**config.mk**
```make
export PLATFORM = sky130hd
export DESIGN_NAME = sequenciador_pc_flat
export DESIGN_NICKNAME = d
export VERILOG_FILES = /design/src/rtl/sequenciador_pc_if.sv /design/src/rtl/sequenciador_pc.sv /design/src/flat_wrapper.sv
export SDC_FILE = /design/constraint.sdc
export NUM_CORES = 1
export LEC_CHECK = 0
export CAP_MARGIN = 10
export CELL_PAD_IN_SITES_DETAIL_PLACEMENT = 0
export CELL_PAD_IN_SITES_GLOBAL_PLACEMENT = 1
export CORE_ASPECT_RATIO = 0.9
export CORE_MARGIN = 1.5
export CORE_UTILIZATION = 28
export CTS_CLUSTER_SIZE = 12
export DETAILED_ROUTE_END_ITERATION = 8
export PLACE_DENSITY = 0.88
export SYNTH_ARGS = -nofsm -noshare
export SYNTH_HDL_FRONTEND = slang
export SYNTH_SLANG_ARGS = --single-unit
export TNS_END_PERCENT = 5
```
**constraint.sdc**
```tcl
create_clock -name clock -period 2.8 [get_ports clock]
set_clock_uncertainty 0.1 [all_clocks]
set_input_delay 0.42 -clock clock [delete_from_list [all_inputs] [get_ports clock]]
set_output_delay 0.42 -clock clock [all_outputs]
set_load 0.005 [all_outputs]
```
**src/rtl/sequenciador_pc_if.sv**
```systemverilog
// Instruction-fetch bus between the PC sequencer (master) and instruction memory (slave).
interface sequenciador_pc_if #(
  parameter int WIDTH = 32
);
  logic             mem_req;
  logic             mem_ack;
  logic [WIDTH-1:0] mem_endereco;
  logic             instr_valida;

  modport master (output mem_req, output mem_endereco, output instr_valida, input mem_ack);
  modport slave  (input mem_req, input mem_endereco, input instr_valida, output mem_ack);
endinterface

```
**src/rtl/sequenciador_pc.sv**
```systemverilog
// PC register and fetch sequencer: fetch handshake, phase counting, sequential/branch load.
// Define SEQ_PC_SOMA_INTERNA_EN to compute the next address internally as estado_pc+1.
//
// state   | meaning
// BUSCA   | fetch request outstanding (or being raised), fase held at 0
// EXECUTA | instruction window running, fase counts up to FASES-1
// PARADO  | halted, PC held, no fetch until halt drops
module sequenciador_pc #(
  parameter int               WIDTH    = 32,
  parameter int               FASES    = 10,
  parameter logic [WIDTH-1:0] RESET_PC = '0
) (
  input  logic                 clock,
  input  logic                 reset,
  input  logic [WIDTH-1:0]     endereco_soma,
  input  logic [WIDTH-1:0]     desvio_alvo,
  input  logic                 desvio,
  input  logic                 halt,
  sequenciador_pc_if.master    mem,
  output logic [WIDTH-1:0]     estado_pc,
  output logic [3:0]           fase,
  output logic                 parado
);

  localparam logic [1:0] BUSCA   = 2'd0;
  localparam logic [1:0] EXECUTA = 2'd1;
  localparam logic [1:0] PARADO  = 2'd2;
  localparam logic [3:0] ULTIMA  = 4'(FASES - 1);

  logic [1:0]       estado_q, estado_d;
  logic [WIDTH-1:0] pc_q, pc_d;
  logic [3:0]       fase_q, fase_d;
  logic             req_q, req_d;
  logic             valida_q, valida_d;
  logic             parado_q, parado_d;
  logic [WIDTH-1:0] proximo;

`ifdef SEQ_PC_SOMA_INTERNA_EN
  logic unused_soma;
  assign unused_soma = ^endereco_soma;
  assign proximo     = pc_q + WIDTH'(1);
`else
  assign proximo     = endereco_soma;
`endif

  always_comb begin
    estado_d = estado_q;
    pc_d     = pc_q;
    fase_d   = fase_q;
    req_d    = req_q;
    valida_d = 1'b0;
    parado_d = parado_q;
    case (estado_q)
      BUSCA: begin
        fase_d   = 4'd0;
        parado_d = 1'b0;
        // Request is only low here on the first cycle after reset
        if (!req_q) begin
          req_d = 1'b1;
        end else if (mem.mem_ack) begin
          req_d    = 1'b0;
          valida_d = 1'b1;
          fase_d   = 4'd1;
          estado_d = EXECUTA;
        end
      end
      EXECUTA: begin
        if (fase_q == ULTIMA) begin
          pc_d   = desvio ? desvio_alvo : proximo;
          fase_d = 4'd0;
          if (halt) begin
            estado_d = PARADO;
            parado_d = 1'b1;
            req_d    = 1'b0;
          end else begin
            // Raise the next request on the same edge so a zero-wait window is exactly FASES cycles
            estado_d = BUSCA;
            req_d    = 1'b1;
          end
        end else begin
          fase_d = fase_q + 4'd1;
        end
      end
      PARADO: begin
        fase_d   = 4'd0;
        req_d    = 1'b0;
        parado_d = 1'b1;
        if (!halt) begin
          estado_d = BUSCA;
          parado_d = 1'b0;
          req_d    = 1'b1;
        end
      end
      default: begin
        estado_d = BUSCA;
        fase_d   = 4'd0;
        req_d    = 1'b0;
        parado_d = 1'b0;
      end
    endcase
  end

  always_ff @(posedge clock or posedge reset) begin
    if (reset) begin
      estado_q <= BUSCA;
      pc_q     <= RESET_PC;
      fase_q   <= 4'd0;
      req_q    <= 1'b0;
      valida_q <= 1'b0;
      parado_q <= 1'b0;
    end else begin
      estado_q <= estado_d;
      pc_q     <= pc_d;
      fase_q   <= fase_d;
      req_q    <= req_d;
      valida_q <= valida_d;
      parado_q <= parado_d;
    end
  end

  assign estado_pc        = pc_q;
  assign fase             = fase_q;
  assign parado           = parado_q;
  assign mem.mem_req      = req_q;
  assign mem.mem_endereco = pc_q;
  assign mem.instr_valida = valida_q;

endmodule
```
**src/flat_wrapper.sv**
```systemverilog
// flat-port wrapper written by rule: the top's interface ports become plain ports
module sequenciador_pc_flat 
#(
  parameter int               WIDTH    = 32,
  parameter int               FASES    = 10,
  parameter logic [WIDTH-1:0] RESET_PC = '0
)
  (clock, reset, endereco_soma, desvio_alvo, desvio, halt, estado_pc, fase, parado, mem_mem_req, mem_mem_endereco, mem_instr_valida, mem_mem_ack);
  sequenciador_pc_if #(.WIDTH(WIDTH)) mem_i ();
  input  logic clock;
  input  logic reset;
  input  logic [WIDTH-1:0] endereco_soma;
  input  logic [WIDTH-1:0] desvio_alvo;
  input  logic desvio;
  input  logic halt;
  output logic [WIDTH-1:0] estado_pc;
  output logic [3:0] fase;
  output logic parado;
  output wire logic [$bits(mem_i.mem_req)-1:0] mem_mem_req;
  output wire logic [$bits(mem_i.mem_endereco)-1:0] mem_mem_endereco;
  output wire logic [$bits(mem_i.instr_valida)-1:0] mem_instr_valida;
  input wire logic [$bits(mem_i.mem_ack)-1:0] mem_mem_ack;
  assign mem_mem_req = mem_i.mem_req;
  assign mem_mem_endereco = mem_i.mem_endereco;
  assign mem_instr_valida = mem_i.instr_valida;
  assign mem_i.mem_ack = mem_mem_ack;
  sequenciador_pc #(.WIDTH(WIDTH), .FASES(FASES), .RESET_PC(RESET_PC)) u_core (.clock(clock), .reset(reset), .endereco_soma(endereco_soma), .desvio_alvo(desvio_alvo), .desvio(desvio), .halt(halt), .mem(mem_i), .estado_pc(estado_pc), .fase(fase), .parado(parado));
endmodule
```
* Word-level counts from Yosys, hierarchy flattened
Index checks and enable logic that the tools add are counted.
** Storage, ports and cells
- Register bits after elaboration :: 41
- Logic and storage cells :: 42
** Operators by class
- Eq/ne operators :: 8
- Reductions and logical operators :: 4
- Add/subtract/negate cells :: 1
- Muxes and demuxes :: 23
** Operators with widths (number)
- two-way mux 32 bit :: 1
- two-way mux 1 bit :: 11
- two-way mux 2 bit :: 5
- two-way mux 4 bit :: 2
- one-hot mux 4 bit (2 select lines) :: 1
- inequality test 2 bit (second input constant) :: 3
- one-hot mux 2 bit (3 select lines) :: 1
- adder 4 x 1 -> 4 bit (second input constant) :: 1
- equality test 4 bit (second input constant) :: 1
- inequality test 2 x 1 -> 1 bit (second input constant) :: 2
- AND reduction 2 bit :: 2
- AND reduction 4 bit :: 1
- one-hot mux 1 bit (3 select lines) :: 1
- equality test 2 x 1 -> 1 bit (second input constant) :: 1
- equality test 2 bit (second input constant) :: 1
- zero test 2 bit :: 1
- one-hot mux 1 bit (2 select lines) :: 1

* Longest topological paths before layout
- Word-level depth :: 3
- Mapped depth :: 8
- Mapped depth without buffers :: 5

* Worst setup path before layout
No wires, ideal clock.
- Path type :: register to register
- From :: reg u_core.fase_q[1], in the netlist u_core.fase[1]
- To :: reg u_core.estado_q[0]
- Arrival :: 1.325 ns
- Setup slack :: 1.248 ns
- Library setup time :: 0.128 ns
- Stages on the path, launching flop included :: 6
- Required time :: 2.572 ns
- Path buffers :: 0
- Cell sequence :: dfrtp_1 inv_1 ha_1 nand3b_2 a221oi_2 mux2_1
** Between the ends
- Word-level cells in the longest chain between the ends :: 3
** RTL lines
- start: declaration :: line sequenciador_pc.sv:32 : logic [3:0] fase_q, fase_d;
- start signal: assignment :: line sequenciador_pc.sv:114 : fase_q <= fase_d;
- equality test 4 bit :: line sequenciador_pc.sv:68 : if (fase_q == ULTIMA) begin
- inequality test 2 x 1 -> 1 bit (no source line)
- AND reduction 4 bit (no source line)
- end signal: assignment :: line sequenciador_pc.sv:112 : estado_q <= estado_d;
- end: declaration :: line sequenciador_pc.sv:30 : logic [1:0] estado_q, estado_d;
No other way between the ends.
A chain may end at the register's enable or synchronous reset.

* Final worst setup path
- From :: reg u_core.estado_q[1]
- To :: reg u_core.estado_q[1]
** Between the ends
- Word-level cells in the longest chain between the ends :: 3
- Elaborated cells between the ends (all ways) :: 9
- Those cells by class :: 6 x eq/ne; 1 x mux; 2 x reduce/logical
** RTL lines
- equality test 2 bit (tied with other cells) :: line sequenciador_pc.sv:53 : case (estado_q)
- inequality test 2 bit (no source line) or inequality test 2 x 1 -> 1 bit (tied branches)
- AND reduction 4 bit (no source line)
Several ways; a longest one is shown, not always the timed one.

==> impl_summary.md <==
Finish
The post-route cell area is 0.00353 sq mm. Leaving out fill and tap cells, the most frequent cell in the layout is sky130_fd_sc_hd__clkdlybuf4s50_1. The multi-input combinational cells in the finished layout cover a total of 870 sq um. The number of antenna repair diodes is 0. In the layout the commonest cells are 138 x sky130_fd_sc_hd__clkdlybuf4s50_1, 41 x sky130_fd_sc_hd__dfrtp_1, 35 x sky130_fd_sc_hd__nand2_1.

The sequential cell area in the final layout is 0.00103 sq mm. In the final design database the tool counted 399 nets. Compared with the post-synthesis result, the final layout area differs by 57.7%.

The post-route netlist has 5.23% of its cells at a drive strength greater than 1. The filler cells instantiated in the layout total 762. The count of cells in the finished layout, fillers not included, comes to 421.

Setup path
STA classifies the critical path startpoint as a flop. The data arrival time of the critical path is 1.95 ns. Traced cell by cell, the critical path runs through inv_1 > ha_1 > nand4b_2 > buf_4 > o31ai_2 > o2bb2ai_1. STA classifies the critical path endpoint as a flop. The data required time at the worst endpoint is 2.91 ns. The critical path is of the flop to flop type.

The slowest stage of the critical path is the sky130_fd_sc_hd__dfrtp_1 cell. Along the worst path, the maximum fanout reaches 34. On the worst path, the slowest cell contributes a delay of 0.42 ns.

Yosys
The synthesized netlist occupies a cell area of 0.00224 sq mm. When the netlist entered floorplanning its net count stood at 294. After synthesis, the largest family of logic cells by area is buffers and inverters. The number of synthesized register bits is 41. The number of warnings reported in the yosys synthesis log is 0. Sorting the synthesized cells by area gives the leading types as sky130_fd_sc_hd__dfrtp_1 46%, sky130_fd_sc_hd__mux2i_1 14%, sky130_fd_sc_hd__buf_4 12%, sky130_fd_sc_hd__o21ai_0 7.6%, sky130_fd_sc_hd__nand2_1 5.9%. Summing the areas of all compound-gate instances in the mapped netlist gives 11.3% of the synthesized area. Synthesis produced a netlist whose cell count is 219. A synthesized cell averages 10.2 sq um.

The synthesized netlist contains 27 unique library cells. The largest total area in the synthesized netlist belongs to sky130_fd_sc_hd__dfrtp_1. The synthesized netlist devotes 3.35% of its cell area to adder and majority cells. The synthesized netlist devotes 0.783% of its cell area to XOR and XNOR gates. The share of synthesized area spent on multiplexers is 14.8%. The sequential-to-total area share from yosys stat is 45.8%. In this run the biggest area consumer among cell types represents 45.8% of the synthesized area. Of the total synthesized cell area, the portion taken by AND, OR, NAND and NOR gates is 8.55%.

Floorplan
The area of the core is 0.00766 sq mm. The die extent in y is 87.8 um. The effective utilization at floorplan is 29.2%.

After floorplanning, the core was divided into 30 placement rows. The number of ports placed on the die boundary is 140. The die footprint is 0.00854 sq mm. The floorplan step set the die width to 97.2 um.

Pwr
Summed over all nets, the switching power comes to 0.000707 W. Of the total power, registers draw 38.9%. The internal power component is 0.00169 W.

The combinational power share is 45.7%. The total power density per cell area is 680 mW/mm^2. The switching power share of the total is 29.5%. The clock network power share is 15.3%. IR analysis of the VDD net gives a maximum drop of 308 uV.

The standby leakage power is 1.62 nW.

Placement
The area of placed instances is 0.00345 sq mm. The number of placed instances, taps included, is 413. The weighted congestion at the end of routability-driven global placement is 0.752. The detailed placer's ending HPWL is 4.37 mm.

The count of buffers added on input and output ports is 139.

CTS
The CTS tree is yes. After clock tree synthesis, the flow added hold-fix buffers numbering 0. The number of gates resized after CTS was 0. The clock net in this run drives a total of 41 sinks. The later pin in the worst-skew pair is clocked with a latency of 0.28 ns. Post-CTS timing repair inserted 0 buffers for setup.

The clock transition at the register clock pins on the worst setup and hold paths after CTS is 0.08 ns. The total clock buffers created by CTS is 5. The cell sitting at the root of the clock tree is a sky130_fd_sc_hd__clkbuf_8. The buffer levels on the longest clock path is 2. The total number of H-tree levels is 2.

Route
The per-cell routed wire length is 13.2 um. Once detail routing completed, the nets flagged for antenna violations numbered 0. The detailed router finished its first iteration with 28 violations.

For this block, the via count after detailed routing is 1,864. The aggregate routed wire length is 5.55 mm. The total DRC errors in the routed layout is 0. The first-pass iteration count of the detailed router is 4.

The average via count per standard cell is 4.43.

Timing
The worst slew margin relative to its limit is 42.0%. In the final timing run, aggregate negative setup slack is 0 ns. The number of slew-limit violations in the final report was 0. Setup repair after global routing left no endpoint under its margin. The post-route minimum period is 1.84 ns. The fmax is 545 MHz. The final number of hold-violating endpoints came to 0. The count of endpoints failing setup in the final report is 0. After layout, the worst path uses 65.6% of the clock period.

For the pin with the worst max-slew slack, the measured transition is 0.869 ns.

Global routing
The first global-routing pass estimated 8.47 mm of wire. The via count of the first global-routing pass is 1,768. The sum of overflow across all layers after global routing is 0. The initial antenna violation count is 0. The overall track demand over capacity in global routing is 12.4%. Entering global routing, the biggest net connects 42 pins.

Min path
The type of the most critical hold path is flop to flop.

Flow run
Max-cap violations in this run came to 0.

Status
The flow ran to the end, and the final reports show no timing, DRC or antenna violations.
-- per-stage QoR --
| step | setup WS [ns] | hold slack [ns] | util (%) | total power (W) |
|---|---|---|---|---|
| 3_5_place_dp | 0.967 | 0.397 | 45.0 | 0.00206 |
| 5_1_grt | 0.785 | 0.442 | 46.1 | 0.00258 |
| 6_report | 0.963 | 0.408 | 46.1 | 0.00240 |
| 4_1_cts | 0.931 | 0.415 | 46.1 | 0.00244 |
| 2_1_floorplan | 1.25 | 0.391 | - | 0.00145 |
| 3_3_place_gp | 1.00 | 0.384 | 45.0 | 0.00203 |
-- critical path: cells and delay by family (launching register included) --
family,cells,cell delay [ns]
adders and majority gates,1,0.35
DFF,1,0.42
AOI/OAI and AO/OA,2,0.37
and+or+nand+nor,1,0.16
buffers and inverters,2,0.37
-- cell usage after synthesis --
cell                         n
sky130_fd_sc_hd__a221oi_2    1
sky130_fd_sc_hd__a21boi_0    1
sky130_fd_sc_hd__nand2_1    35
sky130_fd_sc_hd__nand3b_2    1
sky130_fd_sc_hd__nor2_1      3
sky130_fd_sc_hd__and3_1      1
sky130_fd_sc_hd__inv_1       6
sky130_fd_sc_hd__xnor2_1     1
sky130_fd_sc_hd__o21bai_1    1
sky130_fd_sc_hd__mux2i_1    32
sky130_fd_sc_hd__xor2_1      1
sky130_fd_sc_hd__a21boi_2    1
sky130_fd_sc_hd__o31ai_2     1
sky130_fd_sc_hd__o21ai_0    34
sky130_fd_sc_hd__ha_1        6
sky130_fd_sc_hd__buf_2       4
sky130_fd_sc_hd__clkbuf_1    2
sky130_fd_sc_hd__o211ai_1    1
sky130_fd_sc_hd__a21oi_1     1
sky130_fd_sc_hd__o2bb2ai_1   2
sky130_fd_sc_hd__nand4b_2    1
sky130_fd_sc_hd__dfrtp_1    41
sky130_fd_sc_hd__nor2b_1     1
sky130_fd_sc_hd__buf_4      36
sky130_fd_sc_hd__buf_6       2
sky130_fd_sc_hd__mux2_1      1
sky130_fd_sc_hd__nand3_1     2
-- metal layers --
metal  share of wire (%)  global-route usage, %  up-vias  routed length (um)
met5                   0                      0        -                   0
met4                   0                   1.95        0                   0
li1                    -                      -      915                   -
met1                  42                   14.7      865                2350
met2                  50                   22.4       84                2760
met3                 7.9                   4.15        0                 436
-- kinds of logic (layout without fill, tap and decap cells) --
| family | Yosys count | in the layout |
|---|---|---|
| xor+xnor | 2 | 2 |
| simple gates | 44 | 44 |
| compound gates | 43 | 43 |
| mux | 33 | 33 |
| fa+ha+maj | 6 | 6 |
| buf+inv | 50 | 156 |
| flops | 41 | 41 |
-- area by class of cell --
class	instances	share of cell area, %
well taps	96	3.40
multi-input cells	128	24.6
flip-flops and latches	41	29.1
inverters	6	0.638
repair buffers	142	39.9
clock inverters	2	0.284
clock buffers	6	2.06
-- power groups by stage --
stage                     registers [W]  clock network (W)  logic, W
final                          0.000935           0.000368   0.00110
after global routing           0.000965           0.000412   0.00120
after CTS                      0.000941           0.000387   0.00112
after detailed placement       0.000949                  0   0.00111
after global placement         0.000940                  0   0.00109
after floorplan                0.000934                  0  0.000518
-- state kept, by name (all words and copies together) (netlist names) --
name	count
u_core.estado_pc	32
u_core.fase	4
u_core.parado	1
u_core.mem.instr_valida	1
u_core.mem.mem_req	1
u_core.estado_q	2
-- path summary, 6_finish.rpt --
check / slack [ns] / start / cells past startpoint / endpoint
setup / recovery: 0.96 / u_core.estado_q[1] / 6 / u_core.estado_q[1]
hold / removal: 0.41 / u_core.estado_pc[20] / 2 / u_core.estado_pc[20]
setup reg to reg: 0.96 / u_core.estado_q[1] / 6 / u_core.estado_q[1]
hold reg to reg: 0.41 / u_core.estado_pc[20] / 2 / u_core.estado_pc[20]
max in group asynchronous: 1.52 / reset / 2 / u_core.estado_pc[8]
min in group asynchronous: 0.54 / reset / 2 / u_core.estado_pc[27]
No activity file was read; power rests on OpenSTA's default activity.
